<file path="src/rtl/im_pkg.sv">
// Shared definitions for the instruction-store fetch/load controller.
package im_pkg;

  localparam int IM_ADDR_W      = 10;
  localparam int IM_DEPTH       = 1024;
  localparam int BEAT_W         = 2;
  localparam int BYTES_PER_WORD = 4;

  typedef enum logic [1:0] {
    ST_IDLE  = 2'd0,
    ST_LOAD  = 2'd1,
    ST_FETCH = 2'd2,
    ST_ACK   = 2'd3
  } im_state_e;

endpackage

</file>
<file path="src/rtl/im_fetch_ctrl_if.sv">
// Bundle of loader, fetch and byte-store signals around im_fetch_ctrl.
interface im_fetch_ctrl_if #(
  parameter int ADDR_W = 10
) ();
  import im_pkg::*;

  // Loader: a byte transfers on a rising edge where load_valid && load_ready;
  // load_valid/load_byte/load_last must hold until that edge.
  logic              load_start;
  logic              load_valid;
  logic [7:0]        load_byte;
  logic              load_last;
  logic              load_ready;
  logic              load_done;
  logic [ADDR_W:0]   load_count;
  logic              loaded;

  logic              fetch_req;
  logic [ADDR_W-1:0] fetch_addr;
  logic              fetch_ack;
  logic [31:0]       fetch_instr;
  logic              fetch_err;

  logic              busy;
  im_state_e         state_dbg;

  logic [ADDR_W-1:0] mem_addr;
  logic              mem_we;
  logic [7:0]        mem_wdata;
  logic [7:0]        mem_rdata;

  modport slave (
    input  load_start, load_valid, load_byte, load_last,
    input  fetch_req, fetch_addr, mem_rdata,
    output load_ready, load_done, load_count, loaded,
    output fetch_ack, fetch_instr, fetch_err,
    output busy, state_dbg, mem_addr, mem_we, mem_wdata
  );

  modport master (
    output load_start, load_valid, load_byte, load_last,
    output fetch_req, fetch_addr, mem_rdata,
    input  load_ready, load_done, load_count, loaded,
    input  fetch_ack, fetch_instr, fetch_err,
    input  busy, state_dbg, mem_addr, mem_we, mem_wdata
  );

endinterface

</file>
<file path="src/rtl/im_word_assembler.sv">
// Builds a 32-bit word from bytes, first byte ending up in bits [31:24].
module im_word_assembler (
  input  logic        clk,
  input  logic        rst,
  input  logic        clr,
  input  logic        shift_en,
  input  logic [7:0]  din,
  output logic [31:0] dout
);

  logic [31:0] shreg_q, shreg_d;

  always_comb begin
    shreg_d = shreg_q;
    if (clr) begin
      shreg_d = '0;
    end else if (shift_en) begin
      shreg_d = {shreg_q[23:0], din};
    end
  end

  always_ff @(posedge clk or posedge rst) begin
    if (rst) begin
      shreg_q <= '0;
    end else begin
      shreg_q <= shreg_d;
    end
  end

  assign dout = shreg_q;

endmodule

</file>
<file path="src/rtl/im_fetch_ctrl.sv">
// Arbitrates the single byte port of the instruction store between the
// program loader and 4-beat big-endian instruction fetches.
module im_fetch_ctrl
  import im_pkg::*;
#(
  parameter int ADDR_W = IM_ADDR_W,
  parameter int DEPTH  = IM_DEPTH
) (
  input  logic            clk,
  input  logic            rst,
  im_fetch_ctrl_if.slave  bus
);

  im_state_e          state_q, state_d;
  logic [ADDR_W-1:0]  ptr_q, ptr_d;
  logic [ADDR_W:0]    cnt_q, cnt_d;
  logic               loaded_q, loaded_d;
  logic               done_q, done_d;
  logic [ADDR_W-1:0]  addr_q, addr_d;
  logic [BEAT_W-1:0]  beat_q, beat_d;
  logic               err_q, err_d;
  logic               ack_q, ack_d;
  logic               ferr_q, ferr_d;
  logic [31:0]        instr_q, instr_d;

  logic               load_ready;
  logic               mem_we;
  logic [ADDR_W-1:0]  mem_addr;
  logic [7:0]         mem_wdata;
  logic               asm_clr;
  logic               asm_shift;
  logic [31:0]        shreg;

  im_word_assembler u_asm (
    .clk      (clk),
    .rst      (rst),
    .clr      (asm_clr),
    .shift_en (asm_shift),
    .din      (bus.mem_rdata),
    .dout     (shreg)
  );

  always_comb begin
    state_d    = state_q;
    ptr_d      = ptr_q;
    cnt_d      = cnt_q;
    loaded_d   = loaded_q;
    done_d     = 1'b0;
    addr_d     = addr_q;
    beat_d     = beat_q;
    err_d      = err_q;
    ack_d      = 1'b0;
    ferr_d     = 1'b0;
    instr_d    = instr_q;
    load_ready = 1'b0;
    mem_we     = 1'b0;
    mem_addr   = '0;
    mem_wdata  = '0;
    asm_clr    = 1'b0;
    asm_shift  = 1'b0;

    case (state_q)
      ST_IDLE: begin
        if (bus.load_start) begin
          state_d  = ST_LOAD;
          ptr_d    = '0;
          cnt_d    = '0;
          loaded_d = 1'b0;
        end else if (bus.fetch_req && loaded_q) begin
          // Clearing here makes a misaligned ack return an all-zero word.
          addr_d  = bus.fetch_addr;
          beat_d  = '0;
          asm_clr = 1'b1;
          if (bus.fetch_addr[1:0] != 2'b00) begin
            err_d   = 1'b1;
            state_d = ST_ACK;
          end else begin
            err_d   = 1'b0;
            state_d = ST_FETCH;
          end
        end
      end

      ST_LOAD: begin
        load_ready = 1'b1;
        if (bus.load_valid) begin
          mem_we    = 1'b1;
          mem_addr  = ptr_q;
          mem_wdata = bus.load_byte;
          ptr_d     = ptr_q + ADDR_W'(1);
          cnt_d     = cnt_q + (ADDR_W+1)'(1);
          if (bus.load_last || ptr_q == ADDR_W'(DEPTH - 1)) begin
            state_d  = ST_IDLE;
            done_d   = 1'b1;
            loaded_d = 1'b1;
          end
        end
      end

      ST_FETCH: begin
        mem_addr  = addr_q + ADDR_W'(beat_q);
        asm_shift = 1'b1;
        beat_d    = beat_q + BEAT_W'(1);
        if (beat_q == BEAT_W'(BYTES_PER_WORD - 1)) begin
          state_d = ST_ACK;
        end
      end

      ST_ACK: begin
        ack_d   = 1'b1;
        ferr_d  = err_q;
        instr_d = shreg;
        state_d = ST_IDLE;
      end

      default: state_d = ST_IDLE;
    endcase
  end

  always_ff @(posedge clk or posedge rst) begin
    if (rst) begin
      state_q  <= ST_IDLE;
      ptr_q    <= '0;
      cnt_q    <= '0;
      loaded_q <= 1'b0;
      done_q   <= 1'b0;
      addr_q   <= '0;
      beat_q   <= '0;
      err_q    <= 1'b0;
      ack_q    <= 1'b0;
      ferr_q   <= 1'b0;
      instr_q  <= '0;
    end else begin
      state_q  <= state_d;
      ptr_q    <= ptr_d;
      cnt_q    <= cnt_d;
      loaded_q <= loaded_d;
      done_q   <= done_d;
      addr_q   <= addr_d;
      beat_q   <= beat_d;
      err_q    <= err_d;
      ack_q    <= ack_d;
      ferr_q   <= ferr_d;
      instr_q  <= instr_d;
    end
  end

  assign bus.load_ready  = load_ready;
  assign bus.load_done   = done_q;
  assign bus.load_count  = cnt_q;
  assign bus.loaded      = loaded_q;
  assign bus.fetch_ack   = ack_q;
  assign bus.fetch_instr = instr_q;
  assign bus.fetch_err   = ferr_q;
  assign bus.busy        = (state_q != ST_IDLE);
  assign bus.state_dbg   = state_q;
  assign bus.mem_addr    = mem_addr;
  assign bus.mem_we      = mem_we;
  assign bus.mem_wdata   = mem_wdata;

endmodule
</file>
<file path="src/flat_wrapper.sv">
// flat-port wrapper written by rule: the top's interface ports become plain ports
module im_fetch_ctrl_flat import im_pkg::*;
#(
  parameter int ADDR_W = IM_ADDR_W,
  parameter int DEPTH  = IM_DEPTH
)
  (clk, rst, bus_load_start, bus_load_valid, bus_load_byte, bus_load_last, bus_fetch_req, bus_fetch_addr, bus_mem_rdata, bus_load_ready, bus_load_done, bus_load_count, bus_loaded, bus_fetch_ack, bus_fetch_instr, bus_fetch_err, bus_busy, bus_state_dbg, bus_mem_addr, bus_mem_we, bus_mem_wdata);
  im_fetch_ctrl_if #(.ADDR_W(ADDR_W)) bus_i ();
  input  logic clk;
  input  logic rst;
  input wire logic [$bits(bus_i.load_start)-1:0] bus_load_start;
  input wire logic [$bits(bus_i.load_valid)-1:0] bus_load_valid;
  input wire logic [$bits(bus_i.load_byte)-1:0] bus_load_byte;
  input wire logic [$bits(bus_i.load_last)-1:0] bus_load_last;
  input wire logic [$bits(bus_i.fetch_req)-1:0] bus_fetch_req;
  input wire logic [$bits(bus_i.fetch_addr)-1:0] bus_fetch_addr;
  input wire logic [$bits(bus_i.mem_rdata)-1:0] bus_mem_rdata;
  output wire logic [$bits(bus_i.load_ready)-1:0] bus_load_ready;
  output wire logic [$bits(bus_i.load_done)-1:0] bus_load_done;
  output wire logic [$bits(bus_i.load_count)-1:0] bus_load_count;
  output wire logic [$bits(bus_i.loaded)-1:0] bus_loaded;
  output wire logic [$bits(bus_i.fetch_ack)-1:0] bus_fetch_ack;
  output wire logic [$bits(bus_i.fetch_instr)-1:0] bus_fetch_instr;
  output wire logic [$bits(bus_i.fetch_err)-1:0] bus_fetch_err;
  output wire logic [$bits(bus_i.busy)-1:0] bus_busy;
  output wire logic [$bits(bus_i.state_dbg)-1:0] bus_state_dbg;
  output wire logic [$bits(bus_i.mem_addr)-1:0] bus_mem_addr;
  output wire logic [$bits(bus_i.mem_we)-1:0] bus_mem_we;
  output wire logic [$bits(bus_i.mem_wdata)-1:0] bus_mem_wdata;
  assign bus_i.load_start = bus_load_start;
  assign bus_i.load_valid = bus_load_valid;
  assign bus_i.load_byte = bus_load_byte;
  assign bus_i.load_last = bus_load_last;
  assign bus_i.fetch_req = bus_fetch_req;
  assign bus_i.fetch_addr = bus_fetch_addr;
  assign bus_i.mem_rdata = bus_mem_rdata;
  assign bus_load_ready = bus_i.load_ready;
  assign bus_load_done = bus_i.load_done;
  assign bus_load_count = bus_i.load_count;
  assign bus_loaded = bus_i.loaded;
  assign bus_fetch_ack = bus_i.fetch_ack;
  assign bus_fetch_instr = bus_i.fetch_instr;
  assign bus_fetch_err = bus_i.fetch_err;
  assign bus_busy = bus_i.busy;
  assign bus_state_dbg = bus_i.state_dbg;
  assign bus_mem_addr = bus_i.mem_addr;
  assign bus_mem_we = bus_i.mem_we;
  assign bus_mem_wdata = bus_i.mem_wdata;
  im_fetch_ctrl #(.ADDR_W(ADDR_W), .DEPTH(DEPTH)) u_core (.clk(clk), .rst(rst), .bus(bus_i));
endmodule
</file>
<file path="config.mk">
export PLATFORM = sky130hd
export DESIGN_NAME = im_fetch_ctrl_flat
export DESIGN_NICKNAME = d
export VERILOG_FILES = /design/src/rtl/im_pkg.sv /design/src/rtl/im_fetch_ctrl_if.sv /design/src/rtl/im_word_assembler.sv /design/src/rtl/im_fetch_ctrl.sv /design/src/flat_wrapper.sv
export SDC_FILE = /design/constraint.sdc
export NUM_CORES = 1
export LEC_CHECK = 0
export CAP_MARGIN = 30
export CORE_ASPECT_RATIO = 1.75
export CORE_UTILIZATION = 51
export CTS_CLUSTER_DIAMETER = 40
export CTS_CLUSTER_SIZE = 30
export DETAILED_ROUTE_END_ITERATION = 8
export PLACE_DENSITY = 0.87
export SYNTH_ARGS = -nofsm -noshare
export SYNTH_HDL_FRONTEND = slang
export SYNTH_SLANG_ARGS = --single-unit
</file>
<file path="constraint.sdc">
create_clock -name clk -period 4.44 [get_ports clk]
set_input_delay 0.666 -clock clk [delete_from_list [all_inputs] [get_ports clk]]
set_output_delay 0.666 -clock clk [all_outputs]
set_load 0.005 [all_outputs]
</file>
Yosys cells after proc, flatten, opt, wreduce, memory -nomap -nowiden
Index checks and enable logic that the tools add are counted.
{ "classes": {"addsub": 4, "mul": 0, "div_mod_pow": 0, "n_lt_le_gt_ge": 0, "eq_ne": 12, "shifts": 0, "mux": 39, "bitwise_logic": 1, "n_reduce_logical": 13} }
{ "op_table": {"columns": ["op", "count"], "rows": [
  ["2-to-1 mux 32 bit", 2],
  ["one-hot mux 10 bit (2 select lines)", 2],
  ["2-to-1 mux 10 bit", 3],
  ["2-to-1 mux 11 bit", 2],
  ["one-hot mux 11 bit (2 select lines)", 1],
  ["2-to-1 mux 1 bit", 17],
  ["2-to-1 mux 8 bit", 2],
  ["2-to-1 mux 2 bit", 7],
  ["adder 11 x 1 -> 11 bit (second input constant)", 1],
  ["adder 10 x 1 -> 10 bit (second input constant)", 1],
  ["adder 10 x 2 -> 10 bit", 1],
  ["equality test 10 bit (second input constant)", 1],
  ["nonzero test 2 bit", 5],
  ["AND reduction 3 bit", 3],
  ["one-hot mux 2 bit (4 select lines)", 1],
  ["AND reduction 4 bit", 2],
  ["equality test 2 bit (second input constant)", 3],
  ["inequality test 2 x 1 -> 1 bit (second input constant)", 3],
  ["inequality test 2 bit (second input constant)", 3],
  ["one-hot mux 2 bit (2 select lines)", 1],
  ["inequality test 3 x 2 -> 1 bit (second input constant)", 1],
  ["adder 2 x 1 -> 2 bit (second input constant)", 1],
  ["equality test 2 x 1 -> 1 bit (second input constant)", 1],
  ["logical NOT 2 bit", 1],
  ["4 further kinds", 4]
]} }
{ "word_totals": {"reg_bits": 104, "latch_bits": 0, "mem_bits_rw": 0, "mem_bits_ro": 0, "inputBits": 32, "output_inout_bits": 70, "word_cells": 81, "memories": 0} }

Longest topological paths before layout
{ "depth": {"word_depth": 5, "mapped_depth": 8, "ltp_nobuf": 6} }

By module
Synthesis repeated with hierarchy kept, for this count alone.
{ "unflattened": {"hier_cells": 448, "hier_area_um2": 4927.2} }
{ "modules_own_cells": {"columns": ["module", "n_inst", "cells_per_inst", "area_each_um2"], "rows": [
  ["im_fetch_ctrl", 1, 344, 3599.7],
  ["im_word_assembler", 1, 104, 1327.5]
]} }

Worst setup path after synthesis
OpenSTA, ideal clock, no wires.
{ "synth_timing": {"path_kind": "register to output", "start": "register u_core.state_q[0], in the netlist u_core.bus.state_dbg[0]", "end": "output bus_mem_addr[6]", "arrival_time_ps": 1606, "t_required_ps": 3774, "setup_slack_ps": 2168, "stages_incl_launch_ff": 7, "n_path_buf": 2, "path_cell_list": "dfrtp_1 > inv_1 > ha_1 > clkbuf_1 > buf_1 > nand3b_1 > o211ai_1"} }
{ "synth_via": {"elab_chain_len": 2, "elab_cells_between_ends": 3} }
{ "synth_rtl": {"columns": ["element", "line", "source"], "rows": [
  ["start, declared", "im_fetch_ctrl.sv:14", "im_state_e state_q, state_d;"],
  ["start signal, assigned", "im_fetch_ctrl.sv:134", "state_q <= state_d;"],
  ["equality test 2 bit / equality test 2 x 1 -> 1 bit (equally long branches)", "im_fetch_ctrl.sv:62", "case (state_q)"],
  ["one-hot mux 10 bit (2 select lines) (*)", "im_fetch_ctrl.sv:62", null],
  ["end, declared", "flat_wrapper.sv:27", "output wire logic [$bits(bus_i.mem_addr)-1:0] bus_mem_addr;"]
]} }
Every way passes the cells marked *; elsewhere a longest branch is shown, timed or not.

Worst setup path in the final report
{ "layout_timing": {"start": "input bus_load_valid", "end": "output bus_mem_addr[9]"} }
{ "layout_via": {"elab_chain_len": 2} }
{ "layout_rtl": {"columns": ["element", "line", "source"], "rows": [
  ["start, declared", "flat_wrapper.sv:12", "input wire logic [$bits(bus_i.load_valid)-1:0] bus_load_valid;"],
  ["2-to-1 mux 10 bit", "im_fetch_ctrl.sv:86", "if (bus.load_valid) begin"],
  ["one-hot mux 10 bit (2 select lines)", "im_fetch_ctrl.sv:62", null]
]} }
No other way between the ends.

==> results.md <==
- The run finished with clean final reports.
- The mapped cell area is 4835 µm².
- The count of final hold-check violations is 0.
- The number of ports placed on the die boundary is 102.
- Yosys mapped a number of flops with a built-in enable equal to 0.
- The arithmetic-cell share of the synthesized area counting full adders, half adders and majority gates is 2.743%.
- At the worst endpoint, the required time is 3.77 ns.
- The total wire length after detailed routing is 11.03 mm.
- The wire-length estimate of the detail-placed layout is 7.832 mm.
- The post-synthesis cell count is 419.
- The leading cell type by number of instances after synthesis is sky130_fd_sc_hd__dfrtp_1.
- After detailed placement, the total cell area comes to 5951 µm².
- The share of the cycle needed by the critical path after routing is 77.55%.
- The area of the placeable core is 9151 µm².
- The fraction of synthesized cell area taken by the top area cell type is 53.83%.
- From bottom edge to top edge, the die measures 130.8 µm.
- Setup violations remaining at the end of the flow were counted as 0.
- The commonest cells after synthesis are sky130_fd_sc_hd__dfrtp_1 (104), sky130_fd_sc_hd__nor2_1 (44), sky130_fd_sc_hd__mux2_2 (43).
- In this run, the number of DRC markers left after iteration 0 of detailed routing was 201.
- The met2 wire length is 6.032 mm.
- After synthesis, the largest family of logic cells by area is multiplexers.
- Summing the areas of all xor and xnor instances in the mapped netlist gives 2.174% of the synthesized area.
- Counting along the longest clock path gives a buffer depth of 2.
- In this run the worst hold path is classified as reg2reg.
- The area overhead of the layout relative to synthesis is 29.24%.
- In this run the remaining antenna-violating nets after routing total 0.
- The initialized floorplan defines 46 standard-cell rows.
- The first global-routing pass estimated 17.61 mm of wire.
- The clock insertion delay at the later pin of the skew report is 0.34 ns.
- The share of cells above drive strength 1 is 13.85%.
- The remaining max-slew budget at the tightest pin is 33.25%.
- The initial cell density of the core is 52.83%.
- The width of the chip is 75.60 µm.
- Across the run, the number of max-cap violations was 0.
- For this run, design rule violations remaining after detail routing come to 0.
- The hold path endpoint is u_core.bus.fetch_instr[31].
- The biggest fanout along the worst timing path is 17.
- Routed signal wires occupy layers up through met4.
- The sum of overflow across all layers after global routing is 0.
- The simple logic cell fraction of the synthesized area is 15.55%.
- The endpoint identified for the worst register-to-register timing path is u_core.err_q.
- The final critical path time including I/O delays and setup is 3.443 ns.
- The initial antenna violation count is 0.
- In the final design database the tool counted 557 nets.
- Port buffering added 101 buffers.
- The clock-pin transition on the worst setup and hold timing paths is 0.07 ns.
- The detailed router put a total of 4.117 mm of wire on met1.
- The floorplan step defined a die boundary enclosing 9888 µm².
- Data arrives at the worst endpoint at 2.78 ns.
- The most used flip-flop cell after synthesis is sky130_fd_sc_hd__dfrtp_1.
- The achievable clock frequency is 290.4 MHz.
- Across all layers, the routed design uses 3594 vias.
- Of the post-synthesis cell area, the part taken by muxes is 17.16%.
- The length in cells of the worst reg-to-reg path is 7.
- Post-CTS repair changed the size of 0 cells.
- The launch instance of the worst register-to-register path is u_core.bus.state_dbg[0].
- In this run the post-CTS setup repair buffer count came out at 0.
- Across all register-to-register paths, the minimum setup slack is 1.98 ns.
- The number of hold buffers added after CTS was 0.
- Setup repair after global routing left no endpoint under its margin.
- The max-slew violation total from the final report came to 0.
- The antenna diode instance count is 0.
- In the final timing run, aggregate negative setup slack is 0 ns.
- TritonCTS built the clock tree.
- The maximum number of pins on one net before global-route repair is 55.
- The category of the worst setup path capture point is a primary output.
- The number of synthesized register bits is 104.
- On the final layout, the worst clock skew is 0.007937 ns.
- Counting every net in the synthesized netlist gives 461.
- Counting every sink on the clock net gives 104.
- Each instance of the synthesized netlist takes up on average 11.54 µm².
- The clock buffer count from CTS is 9.
- The filler cell count in the final layout is 681.
- VDD sags by at most 0.0005277 V.
- sky130_fd_sc_hd__dfrtp_1 takes more of the synthesized area than any other cell.
- Summing the areas of all compound-gate instances in the mapped netlist gives 6.108% of the synthesized area.
- The number of different library cells used by synthesis comes to 46.
- STA classifies the critical path startpoint as a primary input.
- The first detailed-routing pass took 4 iterations.
- After synthesis, flip-flops and latches occupy 53.83% of the total area.
- The number of global-route vias before repair is 3685.
- The start point of the worst hold path is u_core.u_asm.dout[31].
- The hold path depth is 1.
- With fillers left out, the area of the finished cells amounts to 6248 µm².
- Before CTS, the worst setup slack after placement is 1.016 ns.
- In this run the clock root is driven by a sky130_fd_sc_hd__clkbuf_16.
- The total of warnings raised by yosys is 0.
- The congestion estimate from routability-driven global placement came to 0.8161.
- The worst path meets setup with 0.9968 ns of slack.
- The transition time at the pin with the least slew margin is 0.9981 ns.
- After detailed routing, the average wire length per cell comes to 17.23 µm.
- The number of H-tree levels is 3.
- Yosys attributes the largest share of cell area to sky130_fd_sc_hd__dfrtp_1 (54%), sky130_fd_sc_hd__mux2_2 (10%), sky130_fd_sc_hd__mux2i_1 (6.8%).
- For this run, the total global-route usage over all layers was measured as 24.10%.
- The length of routed met3 wiring is 542 µm.
- Summed over all cells, the static leakage comes to 2.708 nW.
- The share of synthesized registers carrying an async set or reset is 100.0%.
- For this design the ratio of total power to cell area is 657.5 nW/µm².
- The source of the critical timing path is bus_load_valid.
- The routed via count divided by cell count is 5.616.
- By startpoint and endpoint, the worst setup path is classified as in2out.
==> cell families (layout without fill, tap and decap cells) <==
family / count (synthesis) / in the layout
AO/OA/AOI/OAI: 45 / 45
XOR/XNOR: 12 / 12
adder cells (fa/ha/maj): 10 / 10
buffers and inverters: 27 / 128
flip-flops: 104 / 104
multiplexers: 77 / 77
AND/OR/NAND/NOR: 144 / 144
==> where the power goes <==
group | internal [W] | switching [W] | total (W)
clock network | 0.000444 | 0.000350 | 0.000794
logic | 0.000939 | 0.000739 | 0.00168
registers | 0.00134 | 0.000302 | 0.00164
total | 0.00272 | 0.00139 | 0.00411
==> worst max path at each step <==
stage                                  end  slack, ns  cells after the start
after floorplan           u_core.addr_q[0]       1.04                      1
after global placement     bus_mem_addr[6]       1.06                      5
after detailed placement   bus_mem_addr[1]       1.02                      5
after CTS                  bus_mem_addr[1]       1.01                      5
after global routing       bus_mem_addr[1]       0.78                      6
final                      bus_mem_addr[9]        1.0                      5
==> through the flow <==
step | total power (W) | hold slack [ns] | cells | util, %
detailed placement | 0.003331 | 0.4935 | 624 | 65.03
global route | 0.004358 | 0.5177 | 640 | 68.28
finish | 0.004109 | 0.5072 | 640 | 68.28
CTS | 0.004140 | 0.5064 | 640 | 68.28
floorplan | 0.002581 | 0.4591 | 419 | -
global placement | 0.003242 | 0.4891 | 623 | 64.90
==> critical path, cell delays in order <==
cell                              delay, ns
sky130_fd_sc_hd__clkdlybuf4s50_1       0.81
sky130_fd_sc_hd__and2_1                0.49
sky130_fd_sc_hd__nand3_1               0.13
sky130_fd_sc_hd__o211ai_1              0.14
sky130_fd_sc_hd__clkdlybuf4s50_1       0.53
==> cell type report <==
type	count	area (µm²)	share of cell area [%]
Multi-Input combinational cell	288	2117	33.88
Sequential cell	104	2603	41.65
Clock inverter	5	65.06	1.041
Tap cell	120	150.1	2.403
Clock buffer	11	232.7	3.724
Inverter	5	21.27	0.3404
Timing Repair Buffer	107	1060	16.96
==> flip-flops by register name (all words and copies together), names as in the netlist <==
register	cells
u_core.ptr_q	10
u_core.u_asm.dout	32
u_core.bus.fetch_err	1
u_core.bus.load_done	1
u_core.bus.loaded	1
u_core.bus.state_dbg	2
u_core.bus.load_count	11
u_core.addr_q	10
u_core.beat_q	2
u_core.bus.fetch_ack	1
u_core.bus.fetch_instr	32
u_core.err_q	1
==> per-layer routing <==
| metal | track usage, % | up-vias |
|---|---|---|
| met5 | 0 | - |
| met4 | 11.22 | 0 |
| met1 | 25.58 | 1794 |
| met2 | 43.54 | 105 |
| met3 | 5.905 | 19 |
| li1 | - | 1676 |
==> placed cells by master (no fill, tap or decap), drive strengths merged, types with 9 or more instances in the layout <==
cell | synthesis | routed
xor2 | 11 | 11
o21ai | 12 | 12
mux2i | 33 | 33
nand3 | 17 | 17
nand4 | 11 | 11
nor2 | 44 | 44
mux2 | 44 | 44
clkbuf | 11 | 11
clkdlybuf4s50 | 0 | 101
a21oi | 10 | 10
and3 | 12 | 12
ha | 9 | 9
dfrtp | 104 | 104
nand2 | 23 | 23
Note: power is estimated with default switching activity, not from simulation.
